<file path="src/rtl/rename_status_table_pkg.sv">
// Shared constants for the rename status table and its neighbours.
// Widths of architectural and rename register identifiers live here.
package rename_status_table_pkg;

    localparam int REG_SEL  = 5;
    localparam int REG_NUM  = 32;
    localparam int RRF_SEL  = 6;
    localparam int DATA_LEN = 32;

    // Source lookups: rs1/rs2 of dispatch slot 1, then rs1/rs2 of slot 2.
    localparam int RD_PORTS = 4;

endpackage

</file>
<file path="src/rtl/rename_status_table_if.sv">
// Dispatch, commit and source-lookup bundle between the rename stage and
// the status table.
interface rename_status_table_if #(
    parameter int REG_SEL = rename_status_table_pkg::REG_SEL,
    parameter int RRF_SEL = rename_status_table_pkg::RRF_SEL
);
    import rename_status_table_pkg::*;

    logic               flush;
    logic               dp_stall;
    logic               dp_we1;
    logic               dp_we2;
    logic [REG_SEL-1:0] dp_reg1;
    logic [REG_SEL-1:0] dp_reg2;
    logic [RRF_SEL-1:0] dp_tag1;
    logic [RRF_SEL-1:0] dp_tag2;
    logic               com_en1;
    logic               com_en2;
    logic [REG_SEL-1:0] com_reg1;
    logic [REG_SEL-1:0] com_reg2;
    logic [RRF_SEL-1:0] com_tag1;
    logic [RRF_SEL-1:0] com_tag2;
    logic [REG_SEL-1:0] rd_reg  [RD_PORTS];
    logic               rd_busy [RD_PORTS];
    logic [RRF_SEL-1:0] rd_tag  [RD_PORTS];
    logic [REG_SEL:0]   busy_cnt;

    modport master (
        output flush, dp_stall,
        output dp_we1, dp_we2, dp_reg1, dp_reg2, dp_tag1, dp_tag2,
        output com_en1, com_en2, com_reg1, com_reg2, com_tag1, com_tag2,
        output rd_reg,
        input  rd_busy, rd_tag, busy_cnt
    );

    modport slave (
        input  flush, dp_stall,
        input  dp_we1, dp_we2, dp_reg1, dp_reg2, dp_tag1, dp_tag2,
        input  com_en1, com_en2, com_reg1, com_reg2, com_tag1, com_tag2,
        input  rd_reg,
        output rd_busy, rd_tag, busy_cnt
    );

endinterface

</file>
<file path="src/rtl/rename_status_table.sv">
// Architectural register rename status: per-register busy bit plus the RRF
// tag of the newest in-flight rename, with a running count of busy entries.
module rename_status_table #(
    parameter int REG_SEL = rename_status_table_pkg::REG_SEL,
    parameter int REG_NUM = rename_status_table_pkg::REG_NUM,
    parameter int RRF_SEL = rename_status_table_pkg::RRF_SEL
) (
    input logic               clk,
    input logic               reset_x,
    rename_status_table_if.slave bus
);
    import rename_status_table_pkg::*;

    logic [REG_NUM-1:0] busy_q;
    logic [REG_NUM-1:0] busy_d;
    logic [RRF_SEL-1:0] tag_q [REG_NUM];
    logic [RRF_SEL-1:0] tag_d [REG_NUM];
    logic [REG_SEL:0]   busy_cnt_q;
    logic [REG_SEL:0]   busy_cnt_d;
    logic [REG_SEL:0]   n_set;
    logic [REG_SEL:0]   n_clr;

    logic dp_ok1;
    logic dp_ok2;
    logic com_ok1;
    logic com_ok2;

    assign dp_ok1  = bus.dp_we1 & ~bus.dp_stall & ~bus.flush;
    assign dp_ok2  = bus.dp_we2 & ~bus.dp_stall & ~bus.flush;
    assign com_ok1 = bus.com_en1 & ~bus.flush;
    assign com_ok2 = bus.com_en2 & ~bus.flush;

    // Register 0 is hardwired: never busy, tag always zero.
    assign busy_d[0] = 1'b0;
    assign tag_d[0]  = '0;

    // A dispatch beats any commit to the same entry; slot 2 beats slot 1.
    for (genvar i = 1; i < REG_NUM; i++) begin : g_entry
        localparam logic [REG_SEL-1:0] IDX = REG_SEL'(i);
        logic dp1;
        logic dp2;
        logic cm1;
        logic cm2;
        logic clr;

        assign dp1 = dp_ok1 & (bus.dp_reg1 == IDX);
        assign dp2 = dp_ok2 & (bus.dp_reg2 == IDX);
        assign cm1 = com_ok1 & (bus.com_reg1 == IDX) & (tag_q[i] == bus.com_tag1);
        assign cm2 = com_ok2 & (bus.com_reg2 == IDX) & (tag_q[i] == bus.com_tag2);
        assign clr = busy_q[i] & (cm1 | cm2);

        assign busy_d[i] = ~bus.flush & (dp1 | dp2 | (busy_q[i] & ~clr));
        assign tag_d[i]  = dp2 ? bus.dp_tag2 : (dp1 ? bus.dp_tag1 : tag_q[i]);
    end

    // Count only real 0->1 and 1->0 transitions so re-renames add nothing.
    always_comb begin
        n_set = '0;
        n_clr = '0;
        for (int i = 0; i < REG_NUM; i++) begin
            n_set = n_set + {{REG_SEL{1'b0}}, ~busy_q[i] &  busy_d[i]};
            n_clr = n_clr + {{REG_SEL{1'b0}},  busy_q[i] & ~busy_d[i]};
        end
        busy_cnt_d = busy_cnt_q + n_set - n_clr;
    end

    always_ff @(posedge clk) begin
        if (!reset_x) begin
            busy_q     <= '0;
            busy_cnt_q <= '0;
            for (int i = 0; i < REG_NUM; i++) begin
                tag_q[i] <= '0;
            end
        end else begin
            busy_q     <= busy_d;
            busy_cnt_q <= busy_cnt_d;
            tag_q      <= tag_d;
        end
    end

    for (genvar k = 0; k < RD_PORTS; k++) begin : g_read
        assign bus.rd_busy[k] = busy_q[bus.rd_reg[k]];
        assign bus.rd_tag[k]  = tag_q[bus.rd_reg[k]];
    end

    assign bus.busy_cnt = busy_cnt_q;

endmodule

</file>
<file path="src/flat_wrapper.sv">
// flat-port wrapper written by rule: the top's interface ports become plain ports
module rename_status_table_flat import rename_status_table_pkg::*;
#(
    parameter int REG_SEL = rename_status_table_pkg::REG_SEL,
    parameter int REG_NUM = rename_status_table_pkg::REG_NUM,
    parameter int RRF_SEL = rename_status_table_pkg::RRF_SEL
)
  (clk, reset_x, bus_flush, bus_dp_stall, bus_dp_we1, bus_dp_we2, bus_dp_reg1, bus_dp_reg2, bus_dp_tag1, bus_dp_tag2, bus_com_en1, bus_com_en2, bus_com_reg1, bus_com_reg2, bus_com_tag1, bus_com_tag2, bus_rd_reg, bus_rd_busy, bus_rd_tag, bus_busy_cnt);
  rename_status_table_if #(.REG_SEL(REG_SEL), .RRF_SEL(RRF_SEL)) bus_i ();
  input logic clk;
  input logic reset_x;
  input wire logic [$bits(bus_i.flush)-1:0] bus_flush;
  input wire logic [$bits(bus_i.dp_stall)-1:0] bus_dp_stall;
  input wire logic [$bits(bus_i.dp_we1)-1:0] bus_dp_we1;
  input wire logic [$bits(bus_i.dp_we2)-1:0] bus_dp_we2;
  input wire logic [$bits(bus_i.dp_reg1)-1:0] bus_dp_reg1;
  input wire logic [$bits(bus_i.dp_reg2)-1:0] bus_dp_reg2;
  input wire logic [$bits(bus_i.dp_tag1)-1:0] bus_dp_tag1;
  input wire logic [$bits(bus_i.dp_tag2)-1:0] bus_dp_tag2;
  input wire logic [$bits(bus_i.com_en1)-1:0] bus_com_en1;
  input wire logic [$bits(bus_i.com_en2)-1:0] bus_com_en2;
  input wire logic [$bits(bus_i.com_reg1)-1:0] bus_com_reg1;
  input wire logic [$bits(bus_i.com_reg2)-1:0] bus_com_reg2;
  input wire logic [$bits(bus_i.com_tag1)-1:0] bus_com_tag1;
  input wire logic [$bits(bus_i.com_tag2)-1:0] bus_com_tag2;
  input wire logic [$bits(bus_i.rd_reg)-1:0] bus_rd_reg;
  output wire logic [$bits(bus_i.rd_busy)-1:0] bus_rd_busy;
  output wire logic [$bits(bus_i.rd_tag)-1:0] bus_rd_tag;
  output wire logic [$bits(bus_i.busy_cnt)-1:0] bus_busy_cnt;
  assign bus_i.flush = bus_flush;
  assign bus_i.dp_stall = bus_dp_stall;
  assign bus_i.dp_we1 = bus_dp_we1;
  assign bus_i.dp_we2 = bus_dp_we2;
  assign bus_i.dp_reg1 = bus_dp_reg1;
  assign bus_i.dp_reg2 = bus_dp_reg2;
  assign bus_i.dp_tag1 = bus_dp_tag1;
  assign bus_i.dp_tag2 = bus_dp_tag2;
  assign bus_i.com_en1 = bus_com_en1;
  assign bus_i.com_en2 = bus_com_en2;
  assign bus_i.com_reg1 = bus_com_reg1;
  assign bus_i.com_reg2 = bus_com_reg2;
  assign bus_i.com_tag1 = bus_com_tag1;
  assign bus_i.com_tag2 = bus_com_tag2;
  assign bus_i.rd_reg = {>>{bus_rd_reg}};
  assign bus_rd_busy = {>>{bus_i.rd_busy}};
  assign bus_rd_tag = {>>{bus_i.rd_tag}};
  assign bus_busy_cnt = bus_i.busy_cnt;
  rename_status_table #(.REG_SEL(REG_SEL), .REG_NUM(REG_NUM), .RRF_SEL(RRF_SEL)) u_core (.clk(clk), .reset_x(reset_x), .bus(bus_i));
endmodule
</file>
<file path="config.mk">
export PLATFORM = sky130hd
export DESIGN_NAME = rename_status_table_flat
export DESIGN_NICKNAME = d
export VERILOG_FILES = /design/src/rtl/rename_status_table_pkg.sv /design/src/rtl/rename_status_table_if.sv /design/src/rtl/rename_status_table.sv /design/src/flat_wrapper.sv
export SDC_FILE = /design/constraint.sdc
export NUM_CORES = 1
export LEC_CHECK = 0
export BUFFER_PORTS_ARGS = -buffer_cell sky130_fd_sc_hd__clkbuf_2
export CORE_MARGIN = 3
export CORE_UTILIZATION = 40
export CTS_CLUSTER_DIAMETER = 200
export DETAILED_ROUTE_END_ITERATION = 12
export PLACE_DENSITY = 0.59
export RECOVER_POWER = 100
export SLEW_MARGIN = 20
export SYNTH_ARGS = -nofsm -noshare
export SYNTH_HDL_FRONTEND = slang
export SYNTH_SLANG_ARGS = --single-unit
</file>
<file path="constraint.sdc">
create_clock -name clk -period 11.3 [get_ports clk]
set_input_delay 1.13 -clock clk [delete_from_list [all_inputs] [get_ports clk]]
set_output_delay 1.13 -clock clk [all_outputs]
set_load 0.02 [all_outputs]
</file>
==> flow_metrics.tcl <==
set metrics [dict create \
    ys.flop_type "dfxtp_1" \
    min_from "u_core.busy_q[31]" \
    grt_max_degree 110 \
    clock_latency_ns 0.60 \
    cts_resized 0 \
    tightestPinTransition_ns 4.610 \
    viasPerCell 6.880 \
    r2r_start "u_core.tag_q[54]" \
    reg2reg_depth 22 \
    critPathKind "input pin to register" \
    pin_count 106 \
    nFillCells 5770 \
    die_w_um 251.4 \
    port_buffers 105 \
    clockBufferDepth 3 \
    async_flop_share_pct 0 \
    p_leak_nw 10.82 \
    dpl_worst_slack_ns 2.343 \
    layout-drive-gt1-share_pct 17.47 \
    failed_checks "capacitance limit, slew limit" \
    cp.required_ns 11.78 \
    setup_total_negative_slack_ns 0 \
    clock_skew_ns 0.01444 \
    coreArea_um2 59240 \
    hold_class "register to register" \
    postLayoutCellArea_um2 25530 \
    finalCritPeriodShare_pct 84.04 \
    syn_nets 2653 \
    critPathLaunchType "input pin" \
    regToRegEndpoint "u_core.bus.busy_cnt[4]" \
    holdPathEnd "u_core.busy_q[31]" \
    min_path_cells 2 \
    post_synth.cell_area_avg_um2 9.593 \
    rsz0062_at_grt "false" \
    chipHeight_um 251.4 \
    synth_seq_cells 223 \
    status "complete, but fails checks" \
    fin_ws_ns 1.804 \
    wl_per_cell_um 35.03 \
    overflow 0 \
    cts_setup_buffers 0 \
    gp_congestion 1.025 \
    die_area_um2 63200 \
    synthToLayoutAreaGrowth_pct 6.000 \
    final_max_slew_viol_count 210 \
    slew_headroom_pct -207.3 \
    worst_setup_path_end_kind "register" \
    synth_edf_count 0 \
    rows 89 \
    path_max_fanout 29 \
    multi_input_area_um2 18020 \
    max_cap_violations 4 \
    antenna_left 0 \
    vias 22154 \
    fmax_mhz 105.3 \
    cts_tree "done" \
    htreeDepth 1 \
    ys_warn_count 0 \
    grt_use_total_pct 34.90 \
    cts_root_buf "clkbuf_16" \
    grt_pass1_vias 20684 \
    postCtsHoldBufs 0 \
    p_per_area_nw_per_um2 127.6 \
    dpl.hpwl_mm 80.31 \
    critPathArrivalTime_ns 9.98 \
    layout_min_cycle_time_ns 9.496 \
    peakVddDrop_v 0.0007874 \
    drcViolationCount 0 \
    cts.sinks 223 \
    grt_pass1_wl_mm 158.4 \
    first_pass_iters 6 \
    wirelength_mm 112.8 \
    numCtsBuffers 30 \
    fin_nets 2564 \
    ys_seq_area_share_pct 18.53 \
    placed_cell_area_um2 24620 \
    synth.cell_area_um2 24090 \
    setup_viol 0 \
    r2r_slack_ns 3.72 \
    synthCells 2511 \
    clk_pin_slew_ns 0.06 \
    antenna_found_initial 3 \
    synth_cell_types 58 \
    drtIter0Drc 3213 \
    hold_violations 0 \
    floorplan.initialDensity_pct 40.66 \
    seq_area_um2 4464 \
]
cells in the final DEF, fill, tap and decap left out, types with 6 or more instances in the layout:
| cell type | instances |
|---|---|
| nor4_1 | 59 |
| a31oi_1 | 44 |
| nand3_4 | 9 |
| inv_1 | 67 |
| mux2_2 | 28 |
| dfxtp_1 | 223 |
| a21oi_1 | 200 |
| nand2_1 | 106 |
| clkbuf_1 | 44 |
| o21ai_0 | 195 |
| and2_1 | 10 |
| nand3_1 | 99 |
| buf_4 | 36 |
| o21a_1 | 10 |
| a211oi_1 | 12 |
| xnor2_1 | 12 |
| mux2i_1 | 224 |
| and3_1 | 8 |
| clkbuf_8 | 7 |
| clkbuf_2 | 65 |
| mux4_2 | 209 |
| nor2_1 | 57 |
| clkbuf_16 | 31 |
| nand2b_1 | 9 |
| nand4_1 | 6 |
| a22o_1 | 28 |
| xor2_1 | 366 |
| a221oi_1 | 28 |
| mux4_1 | 15 |
| o21ai_1 | 13 |
| nor2b_1 | 13 |
| nor3_1 | 65 |
| ha_1 | 13 |
| fa_1 | 57 |
| nand3_2 | 11 |
cells in the mapped netlist (3+ instances only):
master    number  area [µm²]
a211oi_1      12       90.09
a21oi_1      200        1001
a221oi_1      28       245.2
a22o_1        28       245.2
a31oi_1       44       275.3
and2_1        15       93.84
and2b_1        3       22.52
and3_1         8       50.05
and4bb_2       4       50.05
buf_1         13       48.80
buf_2         84       420.4
buf_4         33       247.7
buf_6          7       78.83
clkbuf_1     127       476.7
dfxtp_1      223        4464
fa_1          57        1141
ha_1          13       162.7
inv_1         67       251.5
mux2_2        28       315.3
mux2i_1      224        2242
mux4_1        15       394.1
mux4_2       209        4707
nand2_1      106       397.9
nand2b_1       9       56.30
nand3_1       94       470.5
nand3_2       15       150.1
nand3_4       10       175.2
nand4_1        6       37.54
nor2_1        58       217.7
nor2_2         4       25.02
nor2b_1       14       87.58
nor3_1        65       325.3
nor4_1        60       375.4
nor4b_2        3       45.04
o21a_1        10       75.07
o21ai_0      195       975.9
o21ai_1       13       65.06
or3_1          5       31.28
xnor2_1       12       105.1
xor2_1       366        3206
layout make-up:
class                   count  share of cell area [%]
well taps                 773                   3.788
clock buffers              43                   3.489
inverters                  67                  0.9850
clock inverters            11                  0.6273
multi-input cells        1955                   70.59
repair buffers            145                   3.004
flip-flops and latches    223                   17.49
diodes                      3                 0.02940
how the worst max path moves through the flow:
stage / startpoint / endpoint / slack, ns / cells after the start
after global routing: bus_flush / u_core.bus.busy_cnt[4] / 1.37 / 24
after floorplan: bus_com_tag1[5] / u_core.bus.busy_cnt[4] / 3.66 / 26
after CTS: bus_dp_stall / u_core.bus.busy_cnt[4] / 2.95 / 22
after global placement: bus_com_tag1[0] / u_core.bus.busy_cnt[4] / 2.28 / 23
after detailed placement: bus_dp_stall / u_core.bus.busy_cnt[4] / 2.34 / 22
final: bus_flush / u_core.bus.busy_cnt[4] / 1.80 / 24
power by group:
group	total, mW	switching [mW]	internal, mW
registers	0.833	0.0213	0.811
logic	1.38	0.770	0.612
clock network	1.04	0.411	0.633
registers in the layout (all words and copies together), names as in the netlist:
name                 count
u_core.bus.busy_cnt      6
u_core.busy_q           31
u_core.tag_q           186
worst max-delay path: stages:
cell and delay (ns):
clkbuf_1 0.86, clkbuf_1 1.09, clkbuf_1 0.99, nor3_1 0.21
fa_1 0.59, inv_1 0.06, fa_1 0.53, inv_1 0.05
fa_1 0.48, inv_1 0.06, fa_1 0.53, fa_1 0.52
inv_1 0.05, fa_1 0.55, fa_1 0.44, fa_1 0.46
fa_1 0.42, inv_1 0.10, fa_1 0.22, inv_1 0.05
a21o_1 0.17, a21oi_1 0.17, xnor2_1 0.08, and2_0 0.15
layer usage:
layer,up-vias,global-route usage (%),wire (µm),share of wire (%)
met1,10963,47.03,43230,38
met4,6,15.70,6206,5.5
li1,9126,-,-,-
met2,1763,52.42,48350,43
met5,-,0,61,0.054
met3,296,9.601,14960,13
cell families (layout without fill, tap and decap cells):
group | count (synthesis) | count (layout) | share of synthesized area, %
AND/OR/NAND/NOR | 496 | 496 | 11.61
XOR/XNOR | 378 | 378 | 13.74
adder cells (fa/ha/maj) | 70 | 70 | 5.413
multiplexers | 476 | 476 | 31.80
flip-flops | 223 | 223 | 18.53
other | 0 | 3 | 0
buffers and inverters | 333 | 266 | 6.410
AO/OA/AOI/OAI | 535 | 535 | 12.49
per-stage QoR:
| stage | power, mW | hold WS (ns) | util, % | cells |
|---|---|---|---|---|
| floorplan | 1.880 | 0.4936 | - | 2511 |
| global placement | 2.196 | 0.5311 | 41.55 | 3163 |
| detailed placement | 2.216 | 0.5474 | 41.56 | 3163 |
| CTS | 3.265 | 0.5554 | 43.34 | 3217 |
| global route | 3.444 | 0.6050 | 43.09 | 3217 |
| finish | 3.258 | 0.5631 | 43.10 | 3220 |
Note: power is estimated with default switching activity, not from simulation.
